==> src/rtl/shift_count_pkg.sv <==
// -----------------------------------------------------------------------------
// shift_count_pkg
// Shared encodings for the shift/count register datapath.
//   op_e    : 3-bit operation code presented on shift_count_reg.op
//   state_e : controller state (IDLE waits for start, SHIFT runs a
//             multi-cycle shift one bit per clock)
// -----------------------------------------------------------------------------
package shift_count_pkg;

  typedef enum logic [2:0] {
    OP_NOP  = 3'b000,
    OP_LOAD = 3'b001,
    OP_LSL  = 3'b010,
    OP_LSR  = 3'b011,
    OP_ASR  = 3'b100,
    OP_ROL  = 3'b101,
    OP_INC  = 3'b110,
    OP_DEC  = 3'b111
  } op_e;

  typedef enum logic {
    ST_IDLE  = 1'b0,
    ST_SHIFT = 1'b1
  } state_e;

endpackage : shift_count_pkg

==> src/rtl/register_en_r.sv <==
// -----------------------------------------------------------------------------
// register_en_r
// WIDTH-bit storage register with synchronous active-low reset and a load
// enable. Holds the value when en is low.
// Ports:
//   clk      rising-edge clock
//   reset_n  synchronous active-low reset (clears to zero)
//   en       load enable
//   d        next value, captured when en=1
//   q        stored value
// -----------------------------------------------------------------------------
module register_en_r #(
  parameter int WIDTH = 8
) (
  input  logic             clk,
  input  logic             reset_n,
  input  logic             en,
  input  logic [WIDTH-1:0] d,
  output logic [WIDTH-1:0] q
);

  logic [WIDTH-1:0] data_q;
  logic [WIDTH-1:0] data_d;

  always_comb begin
    data_d = data_q;
    if (en) begin
      data_d = d;
    end
  end

  always_ff @(posedge clk) begin
    if (!reset_n) begin
      data_q <= '0;
    end else begin
      data_q <= data_d;
    end
  end

  assign q = data_q;

endmodule : register_en_r

==> src/rtl/shift_count_reg.sv <==
// -----------------------------------------------------------------------------
// shift_count_reg
// WIDTH-bit register that loads, shifts by a programmable amount (one bit per
// clock), and counts up/down with a terminal-count pulse.
//
// Handshake: a request is accepted on a rising edge where start=1 and the
// block is idle (busy=0); op/d/shamt are sampled on that edge only. While
// busy=1 start is ignored and not queued. done pulses for one cycle after the
// operation's last register update, and a new start may be accepted in that
// same cycle.
//
// Optional feature macro: SHIFT_COUNT_ROTATE_EN
//   defined   : op 101 rotates left
//   undefined : op 101 behaves as NOP and no rotate logic is built
//
// Ports:
//   clk, reset_n  clock, synchronous active-low reset
//   start, op     request and operation code (shift_count_pkg::op_e)
//   d             parallel load data
//   shamt         shift count (values above WIDTH clamp to WIDTH)
//   si            serial input, sampled on every shift edge
//   q             register contents
//   so            last bit shifted out (held until the next shift)
//   busy          multi-cycle shift in progress
//   done          one-cycle completion pulse
//   tc            one-cycle counter wrap pulse, coincident with done
//   dbg_state     current controller state (0 = IDLE, 1 = SHIFT)
// -----------------------------------------------------------------------------
module shift_count_reg
  import shift_count_pkg::*;
#(
  parameter int WIDTH   = 8,
  parameter int SHAMT_W = $clog2(WIDTH) + 1
) (
  input  logic               clk,
  input  logic               reset_n,
  input  logic               start,
  input  logic [2:0]         op,
  input  logic [WIDTH-1:0]   d,
  input  logic [SHAMT_W-1:0] shamt,
  input  logic               si,
  output logic [WIDTH-1:0]   q,
  output logic               so,
  output logic               busy,
  output logic               done,
  output logic               tc,
  output logic               dbg_state
);

  localparam logic [SHAMT_W-1:0] WIDTH_C = SHAMT_W'(WIDTH);
  localparam logic [SHAMT_W-1:0] CNT_ONE = SHAMT_W'(1);
  localparam logic [WIDTH-1:0]   Q_ONE   = WIDTH'(1);

  state_e             state_q, state_d;
  logic [SHAMT_W-1:0] cnt_q, cnt_d;
  op_e                op_q, op_d;
  logic               so_q, so_d;
  logic               done_q, done_d;
  logic               tc_q, tc_d;

  logic               q_en;
  logic [WIDTH-1:0]   q_nxt;
  logic [WIDTH:0]     shift_res;
  op_e                op_in;

  // True for ops that take the multi-cycle SHIFT path.
  function automatic logic is_shift_op(input op_e o);
    logic r;
    r = 1'b0;
    case (o)
      OP_LSL, OP_LSR, OP_ASR: r = 1'b1;
`ifdef SHIFT_COUNT_ROTATE_EN
      OP_ROL:                 r = 1'b1;
`endif
      default:                r = 1'b0;
    endcase
    return r;
  endfunction

  // One-bit shift step; returns {bit shifted out, new register value}.
  function automatic logic [WIDTH:0] shift_once(input op_e o,
                                                input logic [WIDTH-1:0] v,
                                                input logic s);
    logic [WIDTH:0] r;
    r = {1'b0, v};
    case (o)
      OP_LSL:  r = {v[WIDTH-1], v[WIDTH-2:0], s};
      OP_LSR:  r = {v[0], s, v[WIDTH-1:1]};
      OP_ASR:  r = {v[0], v[WIDTH-1], v[WIDTH-1:1]};
`ifdef SHIFT_COUNT_ROTATE_EN
      OP_ROL:  r = {v[WIDTH-1], v[WIDTH-2:0], v[WIDTH-1]};
`endif
      default: r = {1'b0, v};
    endcase
    return r;
  endfunction

  assign op_in     = op_e'(op);
  assign shift_res = shift_once(op_q, q, si);

  always_comb begin
    state_d = state_q;
    cnt_d   = cnt_q;
    op_d    = op_q;
    so_d    = so_q;
    done_d  = 1'b0;
    tc_d    = 1'b0;
    q_en    = 1'b0;
    q_nxt   = q;

    case (state_q)
      ST_IDLE: begin
        if (start) begin
          if (is_shift_op(op_in) && (shamt != '0)) begin
            // Register stays put on the acceptance edge; shifting starts
            // on the following edge with the latched op.
            op_d    = op_in;
            cnt_d   = (shamt > WIDTH_C) ? WIDTH_C : shamt;
            state_d = ST_SHIFT;
          end else begin
            // Single-cycle ops, zero-length shifts, and (when rotate is
            // compiled out) ROL all complete here.
            done_d = 1'b1;
            case (op_in)
              OP_LOAD: begin
                q_en  = 1'b1;
                q_nxt = d;
              end
              OP_INC: begin
                q_en  = 1'b1;
                q_nxt = q + Q_ONE;
                tc_d  = &q;
              end
              OP_DEC: begin
                q_en  = 1'b1;
                q_nxt = q - Q_ONE;
                tc_d  = ~|q;
              end
              default: begin
                q_en  = 1'b0;
              end
            endcase
          end
        end
      end

      ST_SHIFT: begin
        q_en  = 1'b1;
        q_nxt = shift_res[WIDTH-1:0];
        so_d  = shift_res[WIDTH];
        cnt_d = cnt_q - CNT_ONE;
        if (cnt_q == CNT_ONE) begin
          state_d = ST_IDLE;
          done_d  = 1'b1;
        end
      end

      default: begin
        state_d = ST_IDLE;
      end
    endcase
  end

  always_ff @(posedge clk) begin
    if (!reset_n) begin
      state_q <= ST_IDLE;
      cnt_q   <= '0;
      op_q    <= OP_NOP;
      so_q    <= 1'b0;
      done_q  <= 1'b0;
      tc_q    <= 1'b0;
    end else begin
      state_q <= state_d;
      cnt_q   <= cnt_d;
      op_q    <= op_d;
      so_q    <= so_d;
      done_q  <= done_d;
      tc_q    <= tc_d;
    end
  end

  register_en_r #(
    .WIDTH (WIDTH)
  ) u_store (
    .clk     (clk),
    .reset_n (reset_n),
    .en      (q_en),
    .d       (q_nxt),
    .q       (q)
  );

  assign so        = so_q;
  assign busy      = (state_q == ST_SHIFT);
  assign done      = done_q;
  assign tc        = tc_q;
  assign dbg_state = state_q;

endmodule : shift_count_reg

==> config.mk <==
export PLATFORM = sky130hd
export DESIGN_NAME = shift_count_reg
export DESIGN_NICKNAME = d
export VERILOG_FILES = /design/src/rtl/shift_count_pkg.sv /design/src/rtl/register_en_r.sv /design/src/rtl/shift_count_reg.sv
export SDC_FILE = /design/constraint.sdc
export NUM_CORES = 1
export LEC_CHECK = 0
export CAP_MARGIN = 20
export CORE_UTILIZATION = 46
export DETAILED_ROUTE_END_ITERATION = 8
export PLACE_DENSITY = 0.76
export SLEW_MARGIN = 20
export SYNTH_ARGS = -nofsm -noshare
export SYNTH_HDL_FRONTEND = slang
export SYNTH_SLANG_ARGS = --single-unit
==> constraint.sdc <==
create_clock -name clk -period 1.9 [get_ports clk]
set_input_delay 0.285 -clock clk [delete_from_list [all_inputs] [get_ports clk]]
set_output_delay 0.285 -clock clk [all_outputs]
set_load 0.05 [all_outputs]
==> flow_metrics.env <==
export IMPL_htree_levels=1
export IMPL_p_leak_nw=0.864
export IMPL_wire_per_inst_um=15.6
export IMPL_ys_warn_count=0
export IMPL_cp_max_fo=10
export IMPL_vias=1744
export IMPL_syn_inst=205
export IMPL_netlist_area_leader_share=0.245
export IMPL_crit_buf_inv=0
export IMPL_start_util=0.496
export IMPL_die_area_mm2=0.00361
export IMPL_crit_chain="or3_4, nor4_4, a311oi_1, mux2_1, a32o_1"
export IMPL_num_fill_cells=282
export IMPL_io_pins=32
export IMPL_rsz0062_at_grt="no"
export IMPL_tritoncts="built"
export IMPL_drt_wl_total_um=4570
export IMPL_worst_setup_path_end_kind="flip-flop"
export IMPL_synth_ff_type="dfxtp_1"
export IMPL_final_cell_area_mm2=0.00213
export IMPL_yosysMostFrequentCell="nand2_1"
export IMPL_dp_cells=288
export IMPL_syn_avg_cell_area_um2=7.57
export IMPL_grt_max_degree=20
export IMPL_critPathTopFamily="simple AND/OR/NAND/NOR gates"
export IMPL_gp_congestion=0.915
export IMPL_slew_headroom=0.653
export IMPL_seq_area_frac_synth=0.245
export IMPL_slowest_delay_ps=440
export IMPL_drc=0
export IMPL_ys_async_sr_fraction=0
export IMPL_timing_final_crit_period_ps=1820
export IMPL_core_area_mm2=0.00313
export IMPL_clkLatencyLatePin_ps=310
export IMPL_finalNonFillerCells=293
export IMPL_grt_total_usage=0.277
export IMPL_drive_gt1_frac=0.221
export IMPL_fin_skew_ps=8.98
export IMPL_ant_nets=0
export IMPL_io_buffers=31
export IMPL_synthTopCellsByCount="29 x nand2_1, 19 x dfxtp_1, 13 x o21ai_0"
export IMPL_area_delta_synth_final_pct=37.4
export IMPL_setup_viol=0
export IMPL_placed_area_mm2=0.00204
export IMPL_avgViaCountPerCell=5.95
export IMPL_critPathKind="reg -> reg"
export IMPL_clock_sinks=19
export IMPL_clockBufferDepth=2
export IMPL_fp_row_count=20
export IMPL_hold_viol_final=0
export IMPL_slowest_stage="or3_4"
export IMPL_crit_path_start_kind="flip-flop"
export IMPL_drtIter0Drc=109
export IMPL_min_path_type="in -> reg"
export IMPL_nets=272
export IMPL_slew_violations=0
export IMPL_grt_ovfl_total=0
export IMPL_hpwlAfterDp_um=3420
export IMPL_grt_pass1_wl_um=7380
export IMPL_dr_pass1_iters=4
export IMPL_rrSetupSlack_ps=80
export IMPL_synthTopCellsByArea="dfxtp_1 25%, nand2_1 7.0%, o21ai_0 4.2%, o211ai_1 3.4%, mux2i_1 3.2%"
export IMPL_worst_slew_pin_slew_ps=514
export IMPL_powerDensity_mw_per_mm2=556
export IMPL_cts_made_buffers=3
export IMPL_antenna_found_initial=0
export IMPL_required_ps=2120
export IMPL_outcome="completed"
export IMPL_fmax_mhz=549
export IMPL_dieHeight_um=60.1
export IMPL_root_buffer="clkbuf_4"
export IMPL_dieWidth_um=60.1
export IMPL_arrival_ps=2040
export IMPL_grt_pass1_vias=1620
export IMPL_yosys_register_bits=19
export IMPL_cap_violations=0
export IMPL_synth_area_mm2=0.00155
export IMPL_diodes=0
export IMPL_synth_cell_types=58
export IMPL_synth_edf_count=0
export IMPL_synth_nets=227
export IMPL_vdd_drop_max_mv=0.358
export IMPL_hold_buffers=0
export IMPL_fin_crit_sh=0.959
export IMPL_clk_pin_slew_worst_paths_ps=130
export IMPL_yosys_area_top_type="dfxtp_1"
==> power breakdown <==
| group | leakage [nW] | internal (mW) | total, mW | switching (mW) |
|---|---|---|---|---|
| logic | 0.688 | 0.225 | 0.484 | 0.259 |
| registers | 0.158 | 0.429 | 0.478 | 0.0488 |
| clock network | 0.0183 | 0.0816 | 0.224 | 0.143 |
==> worst reg2reg max path: stages, from the launching register on <==
cell      delay, ps
dfxtp_2         400
or3_4           440
nor4_4          250
a311oi_1         80
mux2_1          330
a32o_1          240
==> stage by stage <==
step	setup TNS, ps	power (mW)	hold WS (ps)	setup WS [ps]	util
3_3_place_gp	-3510	0.941	482	-330	0.652
4_1_cts	0	1.18	532	16.2	0.665
5_1_grt	0	1.25	378	15.6	0.682
2_1_floorplan	0	0.774	477	1.94	-
3_5_place_dp	-4000	0.950	497	-376	0.652
6_report	0	1.19	359	78.8	0.682
==> area by class of cell <==
| type | instances | area (um2) | share of cell area |
|---|---|---|---|
| Multi-Input combinational cell | 159 | 1100 | 0.514 |
| Timing Repair Buffer | 58 | 529 | 0.248 |
| Sequential cell | 19 | 389 | 0.183 |
| Tap cell | 44 | 55.1 | 0.0258 |
| Inverter | 9 | 33.8 | 0.0158 |
| Clock buffer | 3 | 22.5 | 0.0106 |
| Clock inverter | 1 | 6.26 | 0.00293 |
==> registers in the layout, indices dropped and copies added (netlist names) <==
name	flops
busy	1
cnt_q	4
done	1
op_q	3
so	1
tc	1
u_store.q	8
==> path summary, 6_finish.rpt <==
kind	end	from	cells past startpoint
worst max-delay path	u_store.q[7]	u_store.q[0]	5
worst min-delay path	op_q[1]	op[2]	3
worst max register to register	u_store.q[7]	u_store.q[0]	5
worst min register to register	so	so	1
==> placed cells by master (no fill, tap or decap), types with 2 or more instances in the layout <==
master / count
a21boi_1: 3
a21oi_1: 7
a21oi_2: 2
a22oi_1: 5
and2_1: 3
and3_1: 2
buf_12: 2
buf_4: 32
clkbuf_4: 3
clkdlybuf4s50_1: 19
dfxtp_1: 14
dfxtp_2: 4
dlymetal6s2s_1: 4
ha_1: 2
inv_1: 9
mux2i_1: 5
nand2_1: 29
nand2b_1: 3
nand3_1: 2
nor2_1: 8
nor2b_1: 6
nor3_1: 2
nor3b_1: 4
nor4b_1: 2
nor4b_2: 2
o211ai_1: 7
o21a_1: 2
o21ai_0: 13
o21ai_1: 2
o221ai_1: 3
o22ai_1: 6
o311ai_1: 2
or3b_1: 2
xnor2_1: 3
==> per-layer routing <==
metal | track usage | share of wire | up-vias
met1 | 0.384 | 0.45 | 798
met2 | 0.438 | 0.46 | 73
li1 | - | - | 855
met5 | 0 | 0 | -
met4 | 0.113 | 0.026 | 0
met3 | 0.0281 | 0.068 | 18
==> kinds of logic (layout without fill, tap and decap cells) <==
group | after synthesis | in the layout | share of synthesized area
compound gates | 70 | 70 | 0.313
mux | 6 | 6 | 0.0395
flops | 19 | 19 | 0.245
simple gates | 75 | 75 | 0.272
fa+ha+maj | 3 | 3 | 0.0242
xor+xnor | 5 | 5 | 0.0282
buf+inv | 27 | 71 | 0.0782
==> repair_timing <==
action	4_1_cts	5_1_grt
gates cloned	0	0
setup buffers	0	1
gates resized for setup	4	11
pin swaps	0	3
hold endpoints to repair	0	0
setup endpoints to repair	5	15
Power figures use the tool's default switching activity.
